$ cat src/rtl/mmm_core.sv
// rtl/mmm_core.sv - bit-serial Montgomery modular multiplier, r = a*b*2^-WIDTH mod m
module mmm_core #(
  parameter int WIDTH = 10
) (
  input  logic             clk,
  input  logic             rst,
  input  logic             en,
  input  logic             start,
  input  logic [WIDTH-1:0] a,
  input  logic [WIDTH-1:0] b,
  input  logic [WIDTH-1:0] m,
  output logic             busy,
  output logic             done,
  output logic             err,
  output logic [WIDTH-1:0] r
);

  localparam int CW = (WIDTH > 1) ? $clog2(WIDTH) : 1;
  localparam logic [CW-1:0] LAST = CW'(WIDTH - 1);

  typedef enum logic [1:0] {IDLE, ITER, SUB} state_t;

  state_t           state, state_nx;
  logic [WIDTH+1:0] acc, acc_nx, sum, b_w, m_w;
  logic [CW-1:0]    cnt, cnt_nx;
  logic [WIDTH-1:0] a_l, a_nx, b_l, b_nx, m_l, m_nx, r_nx, diff;
  logic             done_nx, err_nx, q;

  // a_l is shifted right every iteration so bit 0 is always the current multiplier bit
  assign b_w  = {2'b00, b_l};
  assign m_w  = {2'b00, m_l};
  assign q    = acc[0] ^ (a_l[0] & b_l[0]);
  assign sum  = acc + (a_l[0] ? b_w : '0) + (q ? m_w : '0);
  assign diff = acc[WIDTH-1:0] - m_l;
  assign busy = (state == ITER) || (state == SUB);

  always_comb begin
    state_nx = state;
    acc_nx   = acc;
    cnt_nx   = cnt;
    a_nx     = a_l;
    b_nx     = b_l;
    m_nx     = m_l;
    r_nx     = r;
    err_nx   = err;
    done_nx  = 1'b0;
    case (state)
      IDLE: begin
        if (start) begin
          if (m[0]) begin
            a_nx     = a;
            b_nx     = b;
            m_nx     = m;
            acc_nx   = '0;
            cnt_nx   = '0;
            err_nx   = 1'b0;
            state_nx = ITER;
          end else begin
            err_nx  = 1'b1;
            done_nx = 1'b1;
          end
        end
      end
      ITER: begin
        acc_nx = sum >> 1;
        a_nx   = a_l >> 1;
        cnt_nx = cnt + 1'b1;
        if (cnt == LAST) state_nx = SUB;
      end
      SUB: begin
        // acc < 2m here, so a single conditional subtraction lands in [0, m)
        r_nx     = (acc >= m_w) ? diff : acc[WIDTH-1:0];
        done_nx  = 1'b1;
        state_nx = IDLE;
      end
      default: state_nx = IDLE;
    endcase
  end

  always_ff @(posedge clk or posedge rst) begin
    if (rst) begin
      state <= IDLE;
      acc   <= '0;
      cnt   <= '0;
      a_l   <= '0;
      b_l   <= '0;
      m_l   <= '0;
      r     <= '0;
      done  <= 1'b0;
      err   <= 1'b0;
    end else if (en) begin
      state <= state_nx;
      acc   <= acc_nx;
      cnt   <= cnt_nx;
      a_l   <= a_nx;
      b_l   <= b_nx;
      m_l   <= m_nx;
      r     <= r_nx;
      done  <= done_nx;
      err   <= err_nx;
    end
  end

endmodule
$ cat config.mk
export PLATFORM = sky130hd
export DESIGN_NAME = mmm_core
export DESIGN_NICKNAME = d
export VERILOG_FILES = /design/src/rtl/mmm_core.sv
export SDC_FILE = /design/constraint.sdc
export NUM_CORES = 1
export LEC_CHECK = 0
export BUFFER_PORTS_ARGS = -buffer_cell sky130_fd_sc_hd__buf_2
export CAP_MARGIN = 20
export CORE_MARGIN = 8
export CORE_UTILIZATION = 25
export CTS_CLUSTER_SIZE = 8
export DETAILED_ROUTE_END_ITERATION = 8
export GPL_TIMING_DRIVEN = 0
export MAX_ROUTING_LAYER = met4
export SYNTH_ARGS = -nofsm -noshare
export SYNTH_HDL_FRONTEND = slang
export SYNTH_SLANG_ARGS = --single-unit
export TNS_END_PERCENT = 5
$ cat constraint.sdc
create_clock -name clk -period 7.3 [get_ports clk]
set_clock_uncertainty 0.2 [all_clocks]
set_input_delay 1.825 -clock clk [delete_from_list [all_inputs] [get_ports clk]]
set_output_delay 1.825 -clock clk [all_outputs]
set_load 0.05 [all_outputs]
* Word level (Yosys, flattened, before mapping)
Cells that the tools add are included.
Widths: inputs -> output; s select.
** Operators by class
- $add $sub $neg :: 4
- Magnitude comparators :: 1
- Equal/unequal tests :: 6
- Muxes and demuxes :: 19
- Bitwise logic cells :: 2
- Reduce and logical (&&, ||, !) cells :: 8
** Operator list (count)
- $mux 10 :: 5
- $add 12x10->12 :: 2
- $mux 12 :: 2
- $pmux 12 s2 :: 1
- $pmux 10 s2 :: 1
- $ge 12x10->1 :: 1
- $reduce_and 4->1 :: 3
- $sub 10x10->10 :: 1
- $mux 4 :: 2
- $pmux 4 s2 :: 1
- $mux 2 :: 3
- $add 4x1->4 const B :: 1
- $eq 4x4->1 const B :: 1
- $ne 2x2->1 const B :: 2
- $pmux 2 s2 :: 1
- $reduce_and 3->1 :: 1
- $eq 2x1->1 const B :: 1
- $eq 2x2->1 const B :: 1
- $logic_not 2->1 :: 1
- $mux 1 :: 2
- $ne 2x1->1 const B :: 1
- $pmux 1 s2 :: 1
- $reduce_and 2->1 :: 1
- $reduce_bool 2->1 :: 1
- 3 further kinds :: 3
** Storage, ports and cells
- Register bits :: 60
- Input bits :: 34
- Logic and storage cells :: 49

* Logic depth before layout (Yosys ltp)
- Depth in word-level cells :: 5
- Depth in mapped cells :: 13
- Mapped depth without buffers :: 12

* Worst setup path before layout
OpenSTA, ideal clock, no wires.
- Path kind :: register to register
- Start :: reg a_l[0]
- End :: reg acc[9]
- Setup time :: 120 ps
- Data arrival time :: 3273 ps
- Data required time :: 6980 ps
- Slack :: 3707 ps
- Stages on the path, launching flop included :: 13
- Buffers on the path :: 1
- Path through :: dfrtp_1 clkbuf_1 and2_1 ha_1 and2_1 fa_1 ha_1 a211oi_1 nor2_1 o31a_1 o211a_1 or3_1 a31o_2
** Between the ends
- Longest elaborated chain between the ends :: 5
- Elaborated cells on any way between the ends :: 7
- Classes of those cells :: 2 x add/sub; 3 x mux; 2 x bitwise
** Ends and longest elaborated chain
- start, declared :: RTL line 26 : logic [WIDTH-1:0] a_l, a_nx, b_l, b_nx, m_l, m_nx, r_nx, diff;
- start signal, assigned :: RTL line 95 : a_l <= a_nx;
- branches (longest 3 deep; another with $add 12x10->12)
- $add 12x10->12 (*) :: RTL line 33 : assign sum = acc + (a_l[0] ? b_w : '0) + (q ? m_w : '0);
- $pmux 12 s2 (*) :: RTL line 47 : case (state)
- end signal, assigned :: RTL line 93 : acc <= acc_nx;
- end, declared :: RTL line 24 : logic [WIDTH+1:0] acc, acc_nx, sum, b_w, m_w;
Mark *: on every way between the ends.
A chain may end at the register's enable or synchronous reset.

* Worst setup path in the final report
- Start :: reg a_l[0]
- End :: reg acc[10]
The elaborated chain is that of the path after synthesis.

==> flow_metrics.tcl <==
set metrics [dict create \
    status "finished clean" \
    die_w_um 138 \
    seqPwrFrac 0.243 \
    min_path_type "register to register" \
    postCtsSetupBuffers 0 \
    place_congestion 0.901 \
    final_area_um2 4470 \
    area_delta_synth_final_pct 20.1 \
    yosysTopAreaCell "dfrtp_1" \
    clk_latency_ns 0.33 \
    relSlewSlack 0.496 \
    grt_max_degree 34 \
    final_util 0.308 \
    synth_top_area_share 0.397 \
    vias 3026 \
    cts.repair.resized 0 \
    switchingPower_w 0.00106 \
    ys_types 45 \
    ctsLongestPathBuffers 2 \
    avgRoutedWirePerCell_um 14.5 \
    switching_share 0.452 \
    grt_setup_unrepaired "no" \
    drive_above_1_share 0.151 \
    start_kind "register" \
    synth_edf_count 0 \
    power.density_nw_per_um2 526 \
    register_area_um2 1480 \
    netlist_instances 401 \
    rows 44 \
    nNetsFinal 529 \
    cpPeakStageDelay_ns 0.44 \
    multiInputGateArea_um2 2110 \
    slowest_stage "fa_1" \
    crit_buf_inv 1 \
    worstMarginPinSlew_ns 0.756 \
    grt_pass1_vias 3138 \
    setup_violations 0 \
    cp_max_fo 10 \
    clkPwrFrac 0.167 \
    dieArea_um2 19100 \
    fp.dieH_um 138 \
    start_util 0.256 \
    slew_viol_final 0 \
    cts_inserted_buffers 9 \
    ios 47 \
    syn_area_um2 3720 \
    max-cap-violations 0 \
    finalHoldViolations 0 \
    postCtsHoldBufs 0 \
    power_w 0.00235 \
    p_leak_nw 2.14 \
    dpl_cell_area_um2 4200 \
    grt_antenna_before_repair 0 \
    worst_ep_required_time_ns 7.29 \
    syn_area_per_cell_um2 9.29 \
    grt_pass1_wl_um 15900 \
    async_reset_ff_frac 1.00 \
    clock.fmax_mhz 240 \
    min_period_ns 4.18 \
    core_um2 14500 \
    fin_tns_setup_ns 0 \
    gr-total-overflow 0 \
    synthFlopType "dfrtp_1" \
    route.detailed.drc 0 \
    internal_power_w 0.00129 \
    layout_common_cells "59 x nand2_1, 59 x dfrtp_1, 46 x o21ai_0, 46 x buf_2, 26 x ha_1" \
    dr.pass1.iters 4 \
    fillers 1554 \
    drt-initial-drc-count 149 \
    end_kind "register" \
    crit_chain "clkbuf_1, and2_1, ha_1, and2_1, fa_1, ha_1, fa_1, a211oi_1, o21ai_0, a211oi_1, o21bai_1, a21oi_1, o21ai_0" \
    cp_top_family "adder cells" \
    totalWireLength_um 9380 \
    cts_sinks 59 \
    dpl.hpwl_um 7400 \
    clkSlewWorstSetupHoldPaths_ns 0.05 \
    syn-num-nets 472 \
    synth_area_leaders "dfrtp_1 40%, ha_1 8.7%, o21ai_0 6.2%" \
    vdd_ir_drop_max_mv 0.132 \
    cts_tree "built" \
    numPortBuffers 45 \
    cp.arrival_ns 4.17 \
    path_class "register to register" \
    period_share 0.572 \
    vias_per_cell 4.68 \
    root_buffer "clkbuf_16" \
    yosysWarnings 0 \
    power_frac_comb 0.590 \
    yosysSeqAreaShare 0.397 \
    grt_usage 0.105 \
    diodes 0 \
    antenna_left 0 \
    ys_ff_latch 59 \
    cts_max_level 3 \
]
[stage by stage]
stage	hold WS (ns)	cells	setup WS, ns
2_1_floorplan	0.237	401	3.71
3_3_place_gp	0.255	630	3.03
3_5_place_dp	0.258	631	3.12
4_1_cts	0.271	647	3.12
5_1_grt	0.293	647	2.86
6_report	0.264	647	3.12
[layer usage]
layer,GRT usage,vias up,share of wire
met5,-,-,0
met4,0.0521,0,0.022
met3,0.0226,10,0.031
met2,0.163,59,0.46
met1,0.126,1428,0.48
li1,-,1529,-
[cell families (layout without fill, tap and decap cells)]
family / after synthesis / after routing / synth area share
compound gates: 112 / 112 / 0.194
xor+xnor: 5 / 5 / 0.0118
buf+inv: 35 / 97 / 0.0376
fa+ha+maj: 37 / 37 / 0.147
flops: 59 / 59 / 0.397
mux: 13 / 13 / 0.0349
simple gates: 140 / 140 / 0.179
[layout make-up]
class,count,share of cell area
sequential,59,0.330
timing repair buffer,46,0.0548
tap,184,0.0515
inverter,19,0.0159
multi-input combinational,307,0.471
clock inverter,2,0.00224
clock buffer,14,0.0590
buffer,16,0.0154
[cell usage after synthesis, drive strengths merged, types with 3 or more instances]
library cell,number
a211oi,10
a21o,4
a21oi,9
a22oi,9
a31o,3
a31oi,6
and2,22
buf,3
clkbuf,13
dfrtp,59
fa,11
ha,26
inv,19
mux2i,13
nand2,59
nand2b,4
nand3,12
nor2,23
nor3,6
nor4,3
o21a,5
o21ai,47
o31a,3
o31ai,6
or3,3
xnor2,5
[power groups by stage]
stage	Sequential (W)	Clock (W)	Combinational [W]
6_report	0.000571	0.000393	0.00139
5_1_grt	0.000592	0.000415	0.00157
4_1_cts	0.000573	0.000402	0.00139
3_5_place_dp	0.000577	0	0.00138
3_3_place_gp	0.000571	0	0.00135
2_1_floorplan	0.000650	0	0.00101
[tightest hold or removal path, cell delays in order, from the launching register on]
cell and delay (ns):
dfrtp_1 0.33, nand2_1 0.05, nand2_1 0.05
[path summary, 6_finish.rpt]
kind | to | slack (ns) | depth (start not counted) | from
max | acc[10] | 3.12 | 13 | a_l[0]
min | b_l[4] | 0.26 | 2 | b_l[4]
max reg2reg | acc[10] | 3.12 | 13 | a_l[0]
min reg2reg | b_l[4] | 0.26 | 2 | b_l[4]
max in group asynchronous | m_l[4] | 4.95 | 3 | rst
min in group asynchronous | a_l[2] | 1.37 | 2 | rst
[flip-flops by register name, indices dropped and copies added, names as in the netlist]
register  count
a_l          10
acc          11
b_l          10
cnt           4
done          1
err           1
m_l          10
r            10
state         2
Power figures use the tool's default switching activity.
